**src/rtl/spi_flash_pkg.sv**
```systemverilog
// Shared constants and state encoding for the SPI flash read sequencer.
package spi_flash_pkg;

  localparam logic [7:0] OP_READ = 8'h03;
  localparam logic [7:0] DUMMY   = 8'h00;

  typedef enum logic [3:0] {
    FLUSH,
    IDLE,
    SETUP,
    CMD,
    A2,
    A1,
    A0,
    DATA,
    GAP
  } state_t;

endpackage

```
**src/rtl/spi_flash_reader_if.sv**
```systemverilog
// Request, read-data stream and byte-engine signals of the flash reader.
interface spi_flash_reader_if #(
  parameter int LEN_W = 16
) ();

  logic             req_valid;
  logic             req_ready;
  logic [23:0]      req_addr;
  logic [LEN_W-1:0] req_len;
  logic             out_valid;
  logic             out_ready;
  logic [7:0]       out_data;
  logic             busy;
  logic             flash_cs_n;
  logic [7:0]       spi_tx_data;
  logic             spi_start;
  logic [7:0]       spi_rx_data;
  logic             spi_complete;

  // The reader itself.
  modport slave (
    input  req_valid, req_addr, req_len, out_ready, spi_rx_data, spi_complete,
    output req_ready, out_valid, out_data, busy, flash_cs_n, spi_tx_data, spi_start
  );

  // Requester, consumer and SPI engine seen from outside the reader.
  modport master (
    output req_valid, req_addr, req_len, out_ready, spi_rx_data, spi_complete,
    input  req_ready, out_valid, out_data, busy, flash_cs_n, spi_tx_data, spi_start
  );

endinterface

```
**src/rtl/spi_flash_reader.sv**
```systemverilog
// Turns (address, length) requests into 0x03 READ sequences on a byte-level SPI
// engine and streams the returned data bytes out over valid/ready.
module spi_flash_reader
  import spi_flash_pkg::*;
#(
  parameter int LEN_W        = 16,
  parameter int CS_SETUP     = 4,
  parameter int CS_GAP       = 16,
  parameter int FLUSH_CYCLES = 192
) (
  input  logic                clk100,
  input  logic                rst,
  spi_flash_reader_if.slave   bus
);

  localparam int CNT_MAX = (FLUSH_CYCLES > CS_GAP)
                         ? ((FLUSH_CYCLES > CS_SETUP) ? FLUSH_CYCLES : CS_SETUP)
                         : ((CS_GAP > CS_SETUP) ? CS_GAP : CS_SETUP);
  localparam int CNT_W   = $clog2(CNT_MAX + 1);

  state_t           state_reg;
  logic [CNT_W-1:0] cnt_reg;
  logic [23:0]      addr_reg;
  logic [LEN_W-1:0] rem_reg;
  logic             cs_n_reg;
  logic             start_reg;
  logic [7:0]       tx_reg;
  logic             out_valid_reg;
  logic [7:0]       out_data_reg;

  // One down-counter is shared by FLUSH, SETUP and GAP; each state reloads it
  // on entry and leaves when it reaches zero.
  always_ff @(posedge clk100) begin
    if (rst) begin
      state_reg     <= FLUSH;
      cnt_reg       <= CNT_W'(FLUSH_CYCLES - 1);
      addr_reg      <= '0;
      rem_reg       <= '0;
      cs_n_reg      <= 1'b1;
      start_reg     <= 1'b0;
      tx_reg        <= 8'h00;
      out_valid_reg <= 1'b0;
      out_data_reg  <= 8'h00;
    end else begin
      start_reg <= 1'b0;
      case (state_reg)
        FLUSH: begin
          if (cnt_reg == '0) state_reg <= IDLE;
          else               cnt_reg   <= cnt_reg - 1'b1;
        end
        IDLE: begin
          if (bus.req_valid && (bus.req_len != '0)) begin
            addr_reg  <= bus.req_addr;
            rem_reg   <= bus.req_len;
            cs_n_reg  <= 1'b0;
            cnt_reg   <= CNT_W'(CS_SETUP - 1);
            state_reg <= SETUP;
          end
        end
        SETUP: begin
          if (cnt_reg == '0) begin
            state_reg <= CMD;
            start_reg <= 1'b1;
            tx_reg    <= OP_READ;
          end else begin
            cnt_reg <= cnt_reg - 1'b1;
          end
        end
        // Each header byte's completion launches the next byte in the same cycle.
        CMD: if (bus.spi_complete) begin
          state_reg <= A2;
          start_reg <= 1'b1;
          tx_reg    <= addr_reg[23:16];
        end
        A2: if (bus.spi_complete) begin
          state_reg <= A1;
          start_reg <= 1'b1;
          tx_reg    <= addr_reg[15:8];
        end
        A1: if (bus.spi_complete) begin
          state_reg <= A0;
          start_reg <= 1'b1;
          tx_reg    <= addr_reg[7:0];
        end
        A0: if (bus.spi_complete) begin
          state_reg <= DATA;
          start_reg <= 1'b1;
          tx_reg    <= DUMMY;
        end
        DATA: begin
          // While a byte is held for the consumer the engine is idle, so the
          // bus stalls with CS low until the handshake.
          if (out_valid_reg) begin
            if (bus.out_ready) begin
              out_valid_reg <= 1'b0;
              if (rem_reg != '0) begin
                start_reg <= 1'b1;
                tx_reg    <= DUMMY;
              end else begin
                cs_n_reg  <= 1'b1;
                cnt_reg   <= CNT_W'(CS_GAP - 1);
                state_reg <= GAP;
              end
            end
          end else if (bus.spi_complete) begin
            out_data_reg  <= bus.spi_rx_data;
            out_valid_reg <= 1'b1;
            rem_reg       <= rem_reg - 1'b1;
          end
        end
        GAP: begin
          if (cnt_reg == '0) state_reg <= IDLE;
          else               cnt_reg   <= cnt_reg - 1'b1;
        end
        default: state_reg <= FLUSH;
      endcase
    end
  end

  assign bus.req_ready   = (state_reg == IDLE);
  assign bus.busy        = (state_reg != IDLE);
  assign bus.flash_cs_n  = cs_n_reg;
  assign bus.spi_start   = start_reg;
  assign bus.spi_tx_data = tx_reg;
  assign bus.out_valid   = out_valid_reg;
  assign bus.out_data    = out_data_reg;

endmodule

```
**src/flat_wrapper.sv**
```systemverilog
// flat-port wrapper written by rule: the top's interface ports become plain ports
module spi_flash_reader_flat import spi_flash_pkg::*;
#(
  parameter int LEN_W        = 16,
  parameter int CS_SETUP     = 4,
  parameter int CS_GAP       = 16,
  parameter int FLUSH_CYCLES = 192
)
  (clk100, rst, bus_req_valid, bus_req_addr, bus_req_len, bus_out_ready, bus_spi_rx_data, bus_spi_complete, bus_req_ready, bus_out_valid, bus_out_data, bus_busy, bus_flash_cs_n, bus_spi_tx_data, bus_spi_start);
  spi_flash_reader_if #(.LEN_W(LEN_W)) bus_i ();
  input  logic clk100;
  input  logic rst;
  input wire logic [$bits(bus_i.req_valid)-1:0] bus_req_valid;
  input wire logic [$bits(bus_i.req_addr)-1:0] bus_req_addr;
  input wire logic [$bits(bus_i.req_len)-1:0] bus_req_len;
  input wire logic [$bits(bus_i.out_ready)-1:0] bus_out_ready;
  input wire logic [$bits(bus_i.spi_rx_data)-1:0] bus_spi_rx_data;
  input wire logic [$bits(bus_i.spi_complete)-1:0] bus_spi_complete;
  output wire logic [$bits(bus_i.req_ready)-1:0] bus_req_ready;
  output wire logic [$bits(bus_i.out_valid)-1:0] bus_out_valid;
  output wire logic [$bits(bus_i.out_data)-1:0] bus_out_data;
  output wire logic [$bits(bus_i.busy)-1:0] bus_busy;
  output wire logic [$bits(bus_i.flash_cs_n)-1:0] bus_flash_cs_n;
  output wire logic [$bits(bus_i.spi_tx_data)-1:0] bus_spi_tx_data;
  output wire logic [$bits(bus_i.spi_start)-1:0] bus_spi_start;
  assign bus_i.req_valid = bus_req_valid;
  assign bus_i.req_addr = bus_req_addr;
  assign bus_i.req_len = bus_req_len;
  assign bus_i.out_ready = bus_out_ready;
  assign bus_i.spi_rx_data = bus_spi_rx_data;
  assign bus_i.spi_complete = bus_spi_complete;
  assign bus_req_ready = bus_i.req_ready;
  assign bus_out_valid = bus_i.out_valid;
  assign bus_out_data = bus_i.out_data;
  assign bus_busy = bus_i.busy;
  assign bus_flash_cs_n = bus_i.flash_cs_n;
  assign bus_spi_tx_data = bus_i.spi_tx_data;
  assign bus_spi_start = bus_i.spi_start;
  spi_flash_reader #(.LEN_W(LEN_W), .CS_SETUP(CS_SETUP), .CS_GAP(CS_GAP), .FLUSH_CYCLES(FLUSH_CYCLES)) u_core (.clk100(clk100), .rst(rst), .bus(bus_i));
endmodule
```
**config.mk**
```make
export PLATFORM = sky130hd
export DESIGN_NAME = spi_flash_reader_flat
export DESIGN_NICKNAME = d
export VERILOG_FILES = /design/src/rtl/spi_flash_pkg.sv /design/src/rtl/spi_flash_reader_if.sv /design/src/rtl/spi_flash_reader.sv /design/src/flat_wrapper.sv
export SDC_FILE = /design/constraint.sdc
export NUM_CORES = 1
export LEC_CHECK = 0
export ABC_AREA = 1
export BUFFER_PORTS_ARGS = -buffer_cell sky130_fd_sc_hd__buf_2
export CAP_MARGIN = 10
export CORE_UTILIZATION = 35
export CTS_CLUSTER_DIAMETER = 150
export DETAILED_ROUTE_END_ITERATION = 7
export PLACE_DENSITY = 0.53
export SYNTH_ARGS = -nofsm -noshare
export SYNTH_HDL_FRONTEND = slang
export SYNTH_SLANG_ARGS = --single-unit
```
**constraint.sdc**
```tcl
create_clock -name clk100 -period 1.9 [get_ports clk100]
set_input_delay 0.095 -clock clk100 [delete_from_list [all_inputs] [get_ports clk100]]
set_output_delay 0.095 -clock clk100 [all_outputs]
set_load 0.01 [all_outputs]
```
=== Word-level counts from Yosys, hierarchy flattened ===
Index checks and enable logic that the tools add are counted.

* Muxes and demuxes: 43
* Bitwise gates (word level): 1
* Reduce and logical (&&, ||, !) cells: 18
* Equality and inequality tests: 23
* Add/sub/neg operators: 2

{| class="wikitable"
|+ Operators with widths
! operator !! count
|-
| $mux 8 || 13
|-
| $mux 16 || 3
|-
| $pmux 8 s6 || 1
|-
| $mux 4 || 10
|-
| $pmux 16 s2 || 1
|-
| $pmux 4 s8 || 1
|-
| $reduce_bool 16->1 || 2
|-
| $pmux 8 s3 || 1
|-
| $ne 2x2->1 const B || 9
|-
| $eq 4x3->1 const B || 4
|-
| $sub 16x1->16 const B || 1
|-
| $mux 1 || 11
|-
| $ne 2x1->1 const B || 5
|-
| $reduce_and 10->1 || 1
|-
| $reduce_and 9->1 || 1
|-
| $eq 4x2->1 const B || 2
|-
| $logic_not 8->1 || 1
|-
| $sub 8x1->8 const B || 1
|-
| $reduce_and 6->1 || 1
|-
| $reduce_bool 6->1 || 1
|-
| $reduce_and 5->1 || 1
|-
| $eq 4x1->1 const B || 1
|-
| $eq 4x4->1 const B || 1
|-
| $logic_not 4->1 || 1
|-
| other kinds (13) || 13
|}

* Output and inout port bits: 21
* Register bits: 71
* Word-level logic and storage cells: 96

=== Longest topological paths before layout ===
* Depth after elaboration: 5
* Mapped depth: 12
* Depth with buffers taken out: 12

=== Least setup slack after synthesis ===
Ideal clock, no wire load.

* Path type: reg2reg
* Start: register u_core.rem_reg[0]
* End: register u_core.cnt_reg[7]
* Path buffers: 0
* Slack: 0.290 ns
* Arrival: 1.480 ns
* Cell stages (with the launch flop): 12
* Setup time: 0.130 ns
* Path through: dfxtp_1 -> inv_1 -> ha_1 -> nand3_1 -> nor2_1 -> nand2_1 -> nand2_1 -> nand2_1 -> inv_2 -> nand3_2 -> nand2_1 -> nand3_1

* Cells in the longest elaborated chain, start to end: 3

{| class="wikitable"
|+ RTL lines
! item !! RTL line !! text
|-
| start, declared || spi_flash_reader.sv:24 || <nowiki>logic [LEN_W-1:0] rem_reg;</nowiki>
|-
| start signal, assigned || spi_flash_reader.sv:54 || <nowiki>rem_reg <= bus.req_len;</nowiki>
|-
| start signal, assigned || spi_flash_reader.sv:108 || <nowiki>rem_reg <= rem_reg - 1'b1;</nowiki>
|-
| $reduce_bool 16->1 || spi_flash_reader.sv:96 || <nowiki>if (rem_reg != '0) begin</nowiki>
|-
| $ne 2x2->1 (no line) || n/a ||
|-
| $reduce_and 6->1 (no line) || n/a ||
|-
| end signal, assigned || spi_flash_reader.sv:66 || <nowiki>cnt_reg <= cnt_reg - 1'b1;</nowiki>
|-
| end signal, assigned || spi_flash_reader.sv:101 || <nowiki>cnt_reg <= CNT_W'(CS_GAP - 1);</nowiki>
|-
| end signal, assigned || spi_flash_reader.sv:113 || <nowiki>else cnt_reg <= cnt_reg - 1'b1;</nowiki>
|-
| end, declared || spi_flash_reader.sv:22 || <nowiki>logic [CNT_W-1:0] cnt_reg;</nowiki>
|}

No other way between the ends.
A chain may end at the register's enable or synchronous reset.

=== Worst setup path in the final report ===
* Start: register u_core.state_reg[1]
* End: register u_core.cnt_reg[5]

* Cells in the longest elaborated chain, start to end: 4
* Elaborated cells on any way between the ends: 14
* Classes of those cells: eq/ne (9); mux (1); reduce/logical (4)

{| class="wikitable"
|+ RTL lines
! item !! RTL line !! text
|-
| start, declared || spi_flash_reader.sv:21 || <nowiki>state_t state_reg;</nowiki>
|-
| start signal, assigned || spi_flash_reader.sv:35 || <nowiki>state_reg <= FLUSH;</nowiki>
|-
| start signal, assigned || spi_flash_reader.sv:48 || <nowiki>if (cnt_reg == '0) state_reg <= IDLE;</nowiki>
|-
| start signal, assigned || spi_flash_reader.sv:57 || <nowiki>state_reg <= SETUP;</nowiki>
|-
| $eq 4x2->1, or another cell as far along || spi_flash_reader.sv:46 || <nowiki>case (state_reg)</nowiki>
|-
| $reduce_or 3->1 (no line) || n/a ||
|-
| $ne 2x2->1 (no line) or $reduce_bool 3->1 (tied branches) || n/a ||
|-
| $reduce_and 6->1 (no line) || n/a ||
|-
| end signal, assigned || spi_flash_reader.sv:49 || <nowiki>else cnt_reg <= cnt_reg - 1'b1;</nowiki>
|-
| end signal, assigned || spi_flash_reader.sv:56 || <nowiki>cnt_reg <= CNT_W'(CS_SETUP - 1);</nowiki>
|-
| end signal, assigned || spi_flash_reader.sv:66 ||
|}

Parallel ways exist; a longest one is shown, timed or not.

==> flow_summary.json <==
{
  "status": "complete, no violations",
  "grt-ovfl-total": 0,
  "post-route-min-period_ps": 1770,
  "rsz0062_at_grt": "yes",
  "finalSetupTns_ps": 0,
  "cp.required_ps": 2140,
  "diodes": 0,
  "synth_seq_cells": 71,
  "avgRoutedWirePerCell_microns": 12.6,
  "clock-sinks": 71,
  "path_cells": "nand2_4, nor2_8, buf_4, nand2_1, nand2_1, inv_2, buf_4, nand4_1, nand3_1",
  "synth.distinct_cells": 32,
  "cp.arrival_ps": 2010,
  "synthSimpleGateAreaFrac": 0.323,
  "grt_pass1_wl_microns": 16800,
  "h-tree-depth": 3,
  "dp_hpwl_microns": 7040,
  "dieArea_sq_um": 10900,
  "powerDensity_nw_per_um2": 1310,
  "synth_compound_area_frac": 0.173,
  "grt_use_total": 0.192,
  "placed_cells": 754,
  "syn_area_sq_um": 3660,
  "syn-num-nets": 602,
  "crit_type": "flop to flop",
  "slew_headroom": 0.763,
  "worst_setup_path_end_kind": "flop",
  "final_util": 0.472,
  "avgSynthCellArea_sq_um": 6.71,
  "post-route-drc-count": 0,
  "drt_iter0_markers": 139,
  "die_h_microns": 104,
  "area_growth_pct": 28.4,
  "max_freq_mhz": 565,
  "synthMuxAreaShare": 0,
  "stdcell_count": 789,
  "hold_class": "primary input to flop",
  "die_w_microns": 104,
  "pre_cts_ws_ps": 117,
  "vias": 3800,
  "crit_buf_inv": 3,
  "coreArea_sq_um": 9950,
  "synth_top_family_by_area": "simple AND/OR/NAND/NOR gates",
  "tightest_slew_ps": 355,
  "wl_microns": 9930,
  "synth_xor_area_frac": 0.0263,
  "detail-route-antenna-nets": 0,
  "synthCells": 546,
  "setup_viol": 0,
  "via_per_inst": 4.82,
  "maxCapViolations": 0,
  "synth_flop_cell": "dfxtp_1",
  "max_stage_delay_ps": 480,
  "fin_skew_ps": 11.2,
  "num_rows": 36,
  "max-clock-path-buffers": 2,
  "async_flop_share": 0,
  "synth-adder-area-share": 0.0102,
  "ys_seq_area_frac": 0.388,
  "grt_pass1_vias": 3599,
  "cp_max_fo": 10,
  "cts_buffers": 9,
  "crit_path_top_delay_cell": "dfxtp_1",
  "drt-pass1-iter-count": 4,
  "synth_edf_count": 0,
  "clock_latency_ps": 350,
  "clkTransAtPathRegs_ps": 80,
  "cts_root_buf": "clkbuf_8",
  "drv_slew": 0,
  "hold_viol_final": 0,
  "nets": 707,
  "p_leak_nw": 2.16,
  "grt_max_degree": 28,
  "yosysWarnings": 0,
  "antenna_found_initial": 0,
  "ir_drop_v": 0.000712,
  "cts_tree": "built",
  "gp_congestion": 0.860,
  "hold_ws_ps": 25.5,
  "start_util": 0.368,
  "crit_family": "simple AND/OR/NAND/NOR gates",
  "ios": 74,
  "largest_register_ffs": 24,
  "drive_above_1_share": 0.213,
  "setup_slack_ps": 131,
  "crit_path_start_kind": "flop",
  "min_period_over_period": 0.931,
  "portBuffers": 73
}
cells in the mapped netlist, types with 6 or more instances:
| cell | n | area, sq um |
|---|---|---|
| o21ai_0 | 50 | 250 |
| dfxtp_1 | 71 | 1420 |
| clkbuf_1 | 7 | 26.3 |
| nand2_1 | 128 | 480 |
| nand4_1 | 15 | 93.8 |
| buf_2 | 9 | 45.0 |
| nor2_1 | 98 | 368 |
| o21ai_1 | 7 | 35.0 |
| xnor2_1 | 7 | 61.3 |
| inv_1 | 44 | 165 |
| o221ai_1 | 6 | 52.6 |
| a21oi_1 | 38 | 190 |
| nand3_1 | 24 | 120 |
cell type report:
class / instances / area (sq um)
Clock inverter: 4 / 76.3
Multi-Input combinational cell: 405 / 1970
Timing Repair Buffer: 112 / 703
Sequential cell: 71 / 1420
Tap cell: 133 / 166
Inverter: 52 / 199
Fill cell: 1038 / 5250
Clock buffer: 12 / 165
metal layers:
metal	vias to the layer above	part of all wire	track usage
met4	0	0.0092	0.0612
met2	79	0.49	0.332
met3	7	0.046	0.0514
li1	1991	-	-
met1	1723	0.46	0.230
met5	-	0	0
cells in the final DEF (no fill, tap or decap), drive strengths merged:
master,instances
nand2,134
a21oi,43
ha,3
a31oi,1
clkinvlp,1
o21ai,57
inv,50
nor3,3
nor2,101
o2111ai,2
clkinv,3
xnor2,7
a22oi,1
nand3,26
xor2,4
nand4,15
dlygate4sd3,18
bufinv,2
dfxtp,71
clkbuf,12
o211ai,2
o221ai,6
buf,94
worst reg2reg max path, cell delays in order (launching register included):
cell     delay [ps]
dfxtp_1         480
nand2_4         120
nor2_8          200
buf_4           210
nand2_1          60
nand2_1         150
inv_2            80
buf_4           170
nand4_1         100
nand3_1          70
stage by stage:
| stage | total power, mW | area (sq um) |
|---|---|---|
| final | 6.17 | 4700 |
| after global routing | 6.70 | 4700 |
| after CTS | 6.15 | 4670 |
| after detailed placement | 4.66 | 4250 |
| after global placement | 4.63 | 4250 |
| after floorplan | 3.94 | 3660 |
cells by family (layout without fill, tap and decap cells):
| family | count (synthesis) | in the layout |
|---|---|---|
| flops | 71 | 71 |
| xor+xnor | 11 | 11 |
| buf+inv | 70 | 180 |
| simple gates | 279 | 279 |
| fa+ha+maj | 3 | 3 |
| compound gates | 112 | 112 |
power by group:
group / switching, mW / total [mW] / leakage [nW] / internal, mW
Clock: 0.582 / 1.43 / 0.119 / 0.849
Sequential: 0.241 / 2.07 / 0.579 / 1.83
Combinational: 1.61 / 2.68 / 1.46 / 1.07
Total: 2.43 / 6.17 / 2.16 / 3.74
worst paths after layout:
check / cells after the start / slack, ps / startpoint / to
worst max-delay path: 9 / 130 / u_core.state_reg[1] / u_core.cnt_reg[5]
worst min-delay path: 3 / 30 / bus_req_addr[23] / u_core.addr_reg[23]
worst max register to register: 9 / 130 / u_core.state_reg[1] / u_core.cnt_reg[5]
worst min register to register: 2 / 460 / u_core.addr_reg[18] / u_core.addr_reg[18]
timing repair:
item / in CTS / in global routing
hold buffers: 18 / 0
buffers inserted: 0 / 1
setup endpoints to repair: 0 / 20
resized for setup: 0 / 5
hold endpoints to repair: 18 / 0
Note: power is estimated with default switching activity, not from simulation.
